## src/rtl/fifo_pkg.sv

```systemverilog
// Shared async-FIFO helpers: Gray/binary conversion and depth helpers,
// used by both the write-side and read-side pointer blocks.
package fifo_pkg;

    localparam int unsigned PTR_MAXW       = 32;
    localparam int unsigned AWIDTH_DEFAULT = 3;
    localparam int unsigned DEPTH          = 2**AWIDTH_DEFAULT;

    function automatic int unsigned fifo_depth(input int unsigned awidth);
        return 32'd1 << awidth;
    endfunction

    // Callers zero-extend into PTR_MAXW and cast the result back to their width.
    function automatic logic [PTR_MAXW-1:0] bin2gray(input logic [PTR_MAXW-1:0] b);
        return b ^ (b >> 1);
    endfunction

    function automatic logic [PTR_MAXW-1:0] gray2bin(input logic [PTR_MAXW-1:0] g);
        logic [PTR_MAXW-1:0] b;
        b[PTR_MAXW-1] = g[PTR_MAXW-1];
        for (int unsigned i = PTR_MAXW - 1; i > 0; i--) begin
            b[i-1] = b[i] ^ g[i-1];
        end
        return b;
    endfunction

endpackage

```

## src/rtl/gray2bin_conv.sv

```systemverilog
// Combinational Gray-to-binary converter (XOR prefix from the MSB), width W <= 32.
module gray2bin_conv
    import fifo_pkg::*;
#(
    parameter int unsigned W = 4
) (
    input  logic [W-1:0] gray,
    output logic [W-1:0] bin
);

    always_comb begin
        bin = W'(gray2bin(PTR_MAXW'(gray)));
    end

endmodule

```

## src/rtl/wptr_wfull.sv

```systemverilog
// Write-domain pointer, full / almost-full flags and conservative fill level.
// Define WOVERFLOW_EN to add the sticky woverflow output.
module wptr_wfull
    import fifo_pkg::*;
#(
    parameter int unsigned AWIDTH       = 3,
    parameter int unsigned AFULL_THRESH = 6
) (
    input  logic              wclk,
    input  logic              wrst_n,
    input  logic              winc,
    input  logic [AWIDTH:0]   wq2_rptr,
    output logic [AWIDTH-1:0] waddr,
    output logic [AWIDTH:0]   wptr,
    output logic              wfull,
    output logic              walmost_full,
    output logic [AWIDTH:0]   wlevel
`ifdef WOVERFLOW_EN
    ,
    output logic              woverflow
`endif
);

    localparam int unsigned PW = AWIDTH + 1;

    logic [AWIDTH:0] wbin;
    logic [AWIDTH:0] wbnext;
    logic [AWIDTH:0] wgnext;
    logic [AWIDTH:0] rbin_sync;
    logic [AWIDTH:0] full_cmp;
    logic [AWIDTH:0] level_next;
    logic            wenable;
    logic            wfull_val;
    logic            afull_val;

    gray2bin_conv #(.W(PW)) u_rptr_conv (
        .gray (wq2_rptr),
        .bin  (rbin_sync)
    );

    assign wenable = winc & ~wfull;
    assign wbnext  = wbin + {{AWIDTH{1'b0}}, wenable};
    assign wgnext  = PW'(bin2gray(PTR_MAXW'(wbnext)));
    assign waddr   = wbin[AWIDTH-1:0];

    // Full when the next write pointer equals the read pointer with its top two Gray bits inverted.
    if (AWIDTH == 1) begin : g_cmp_narrow
        assign full_cmp = ~wq2_rptr;
    end else begin : g_cmp_wide
        assign full_cmp = {~wq2_rptr[AWIDTH:AWIDTH-1], wq2_rptr[AWIDTH-2:0]};
    end

    assign wfull_val  = (wgnext == full_cmp);
    assign level_next = wbnext - rbin_sync;
    assign afull_val  = (32'(level_next) >= AFULL_THRESH);

    always_ff @(posedge wclk or negedge wrst_n) begin
        if (!wrst_n) begin
            wbin         <= '0;
            wptr         <= '0;
            wfull        <= 1'b0;
            walmost_full <= 1'b0;
            wlevel       <= '0;
        end else begin
            wbin         <= wbnext;
            wptr         <= wgnext;
            wfull        <= wfull_val;
            walmost_full <= afull_val;
            wlevel       <= level_next;
        end
    end

`ifdef WOVERFLOW_EN
    always_ff @(posedge wclk or negedge wrst_n) begin
        if (!wrst_n) begin
            woverflow <= 1'b0;
        end else if (winc && wfull) begin
            woverflow <= 1'b1;
        end
    end
`endif

endmodule

```

## config.mk

```make
export PLATFORM = sky130hd
export DESIGN_NAME = wptr_wfull
export DESIGN_NICKNAME = d
export VERILOG_FILES = /design/src/rtl/fifo_pkg.sv /design/src/rtl/gray2bin_conv.sv /design/src/rtl/wptr_wfull.sv
export SDC_FILE = /design/constraint.sdc
export NUM_CORES = 1
export LEC_CHECK = 0
export ABC_AREA = 1
export CAP_MARGIN = 20
export CORE_MARGIN = 4
export CORE_UTILIZATION = 45
export CTS_CLUSTER_SIZE = 24
export DETAILED_ROUTE_END_ITERATION = 8
export PLACE_DENSITY_LB_ADDON = 0.2
export SLEW_MARGIN = 20
export SYNTH_ARGS = -nofsm -noshare
export SYNTH_HDL_FRONTEND = slang
export SYNTH_SLANG_ARGS = --single-unit
```

## constraint.sdc

```tcl
create_clock -name wclk -period 2.6 [get_ports wclk]
set_clock_uncertainty 0.05 [all_clocks]
set_input_delay 0.52 -clock wclk [delete_from_list [all_inputs] [get_ports wclk]]
set_output_delay 0.52 -clock wclk [all_outputs]
set_load 0.02 [all_outputs]
```

==> results.json <==
{
  "fin_crit_ns": 2.397,
  "instances_no_fill": 123,
  "drt_wl_total_mm": 1.317,
  "antenna_found_initial": 0,
  "syn_area_um2": 708.2,
  "drt-initial-drc-count": 14,
  "synth_warnings": 0,
  "reg2reg_depth": 11,
  "hold_violations": 0,
  "cts_tree": "yes",
  "mostFrequentLayoutCells": "nand2_1 (22), clkdlybuf4s50_1 (19), inv_1 (15)",
  "dieWidth_um": 47.67,
  "cts_setup_buffers": 0,
  "grt_usage_pct": 13.04,
  "core_mm2": 0.001489,
  "cp-end-kind": "register",
  "setup_viol": 0,
  "grt_overflow": 0,
  "syn_nets": 94,
  "cts-resized-gates": 0,
  "path_clk_slew_ns": 0.08,
  "synth-seq-area-share_pct": 45.94,
  "rows": 14,
  "critPathRequiredTime_ns": 2.71,
  "hold_path_class": "reg -> reg",
  "holdPathEnd": "wbin[0]",
  "place.detailed.hpwl_mm": 1.092,
  "maxCapViolations": 0,
  "fin_tns_setup_ns": 0,
  "seq_power_share_pct": 25.3,
  "avgSynthCellArea_um2": 8.743,
  "synthToLayoutAreaGrowth_pct": 36.75,
  "placed_cells": 119,
  "ctsRootBufferMaster": "clkbuf_4",
  "rsz0062_at_grt": "no",
  "start_kind": "input pin",
  "worstMarginPinSlew_ns": 0.5714,
  "numPortBuffers": 19,
  "grt_pass1_vias": 524,
  "gp_congestion": 0.7690,
  "vdd_ir_drop_max_mv": 0.6419,
  "drive_gt1_share_pct": 9.346,
  "pin_count": 20,
  "vias_per_cell": 4.862,
  "setup_ws_ns": 0.2025,
  "die-area_mm2": 0.002272,
  "start_util_pct": 47.56,
  "die_h_um": 47.67,
  "arrival_ns": 2.51,
  "sw_frac_of_total_pct": 44.87,
  "vias": 598,
  "insertion_delay_ns": 0.27,
  "yosysUniqueCellTypes": 15,
  "drv_slew": 0,
  "drt_pass1_iterations": 4,
  "fin_crit_sh_pct": 92.21,
  "critPathKind": "in -> reg",
  "cp_max_fo": 3,
  "fin_hold_ws_ns": 0.5281,
  "num_antenna_cells": 0,
  "p_switching_mw": 0.6327,
  "ys_ff_latch": 13,
  "grt_pass1_wl_mm": 2.021,
  "hold_depth": 1,
  "r2r_start": "wfull",
  "leakagePower_nw": 0.5159,
  "grt_max_degree": 14,
  "slew_headroom_pct": 61.79,
  "drtAntennaViolNets": 0,
  "stdcell_area_um2": 968.4,
  "h-tree-depth": 1,
  "final_common_cell": "nand2_1",
  "wire_per_inst_um": 10.71,
  "p_int_mw": 0.7775,
  "fmax_mhz": 417.1,
  "min-delay-start": "wbin[0]",
  "r2r_end": "walmost_full",
  "r2r_slack_ns": 0.53,
  "clkPwrFrac_pct": 8.8,
  "numCtsBuffers": 3,
  "cts.sinks": 13,
  "pwr-share-comb_pct": 65.9,
  "place_ws_ns": -0.05217,
  "clk_path_buf_depth": 2,
  "netlist_instances": 81,
  "p_per_area_mw_per_mm2": 1456,
  "drc": 0,
  "status": "complete, no violations",
  "placed_cell_area_um2": 940.9,
  "nets": 121,
  "postCtsHoldBufs": 0
}
-- routing by layer --
layer,vias to the layer above,global-route usage [%],wire (um)
li1,308,-,-
met1,269,15.35,588
met2,17,22.73,610
met3,4,3.383,90
met4,0,4.839,27
met5,-,0,0
-- worst max path at each step --
stage	end	slack (ns)	depth (start not counted)	start
global placement	walmost_full	-0.02	13	winc
detailed placement	walmost_full	-0.05	13	winc
finish	walmost_full	0.20	13	winc
global route	walmost_full	0.08	13	winc
CTS	walmost_full	0.23	13	winc
floorplan	walmost_full	0.50	9	winc
-- metrics by stage --
stage | util [%] | power (mW)
after floorplan | - | 0.9363
after global placement | 63.19 | 1.264
after detailed placement | 63.19 | 1.290
after CTS | 65.04 | 1.415
after global routing | 65.04 | 1.531
final | 65.04 | 1.410
-- power by group through the flow --
stage	combinational, mW	clock, mW	sequential, mW
3_5_place_dp	0.927	0	0.363
3_3_place_gp	0.906	0	0.358
5_1_grt	1.02	0.139	0.367
2_1_floorplan	0.446	0	0.491
4_1_cts	0.931	0.127	0.357
6_report	0.930	0.124	0.356
-- layout make-up --
class	instances	area, um2
sequential	13	325.3
fill	127	520.5
clock buffer	3	22.52
timing repair buffer	22	212.7
inverter	15	56.30
multi-input combinational	53	326.6
clock inverter	1	5.005
tap	16	20.02
-- sequential cells by signal (all words and copies together), names as in the netlist --
name / count
walmost_full: 1
wbin: 4
wfull: 1
wlevel: 4
wptr: 3
-- synth_stat cells --
library cell / instances / share of area [%]
a21oi_1: 1 / 0.71
dfrtp_1: 13 / 46
fa_1: 1 / 2.8
ha_1: 5 / 8.8
inv_1: 15 / 7.9
nand2_1: 22 / 12
nand2_2: 1 / 0.88
nand3_1: 14 / 9.9
nand4_1: 1 / 0.88
nor2_1: 2 / 1.1
o21bai_1: 1 / 1.1
xnor2_1: 1 / 1.2
xnor2_2: 1 / 2.3
xor2_1: 2 / 2.5
xor2_2: 1 / 2.3
-- worst max-delay path, cell delays in order --
cell,delay [ns]
clkdlybuf4s50_1,0.45
inv_1,0.04
nor2_1,0.08
ha_1,0.21
ha_1,0.21
inv_1,0.07
nand2_1,0.09
nand2_1,0.09
ha_1,0.33
a21oi_1,0.21
inv_1,0.06
nand2_1,0.09
nand3_1,0.07
-- cell families after synthesis --
group	Yosys count	synth area share (%)
XOR/XNOR	5	8.306
buffers and inverters	15	7.950
adder cells (fa/ha/maj)	6	11.66
flip-flops	13	45.94
AND/OR/NAND/NOR	40	24.38
AO/OA/AOI/OAI	2	1.767
No activity file was read; power rests on OpenSTA's default activity.
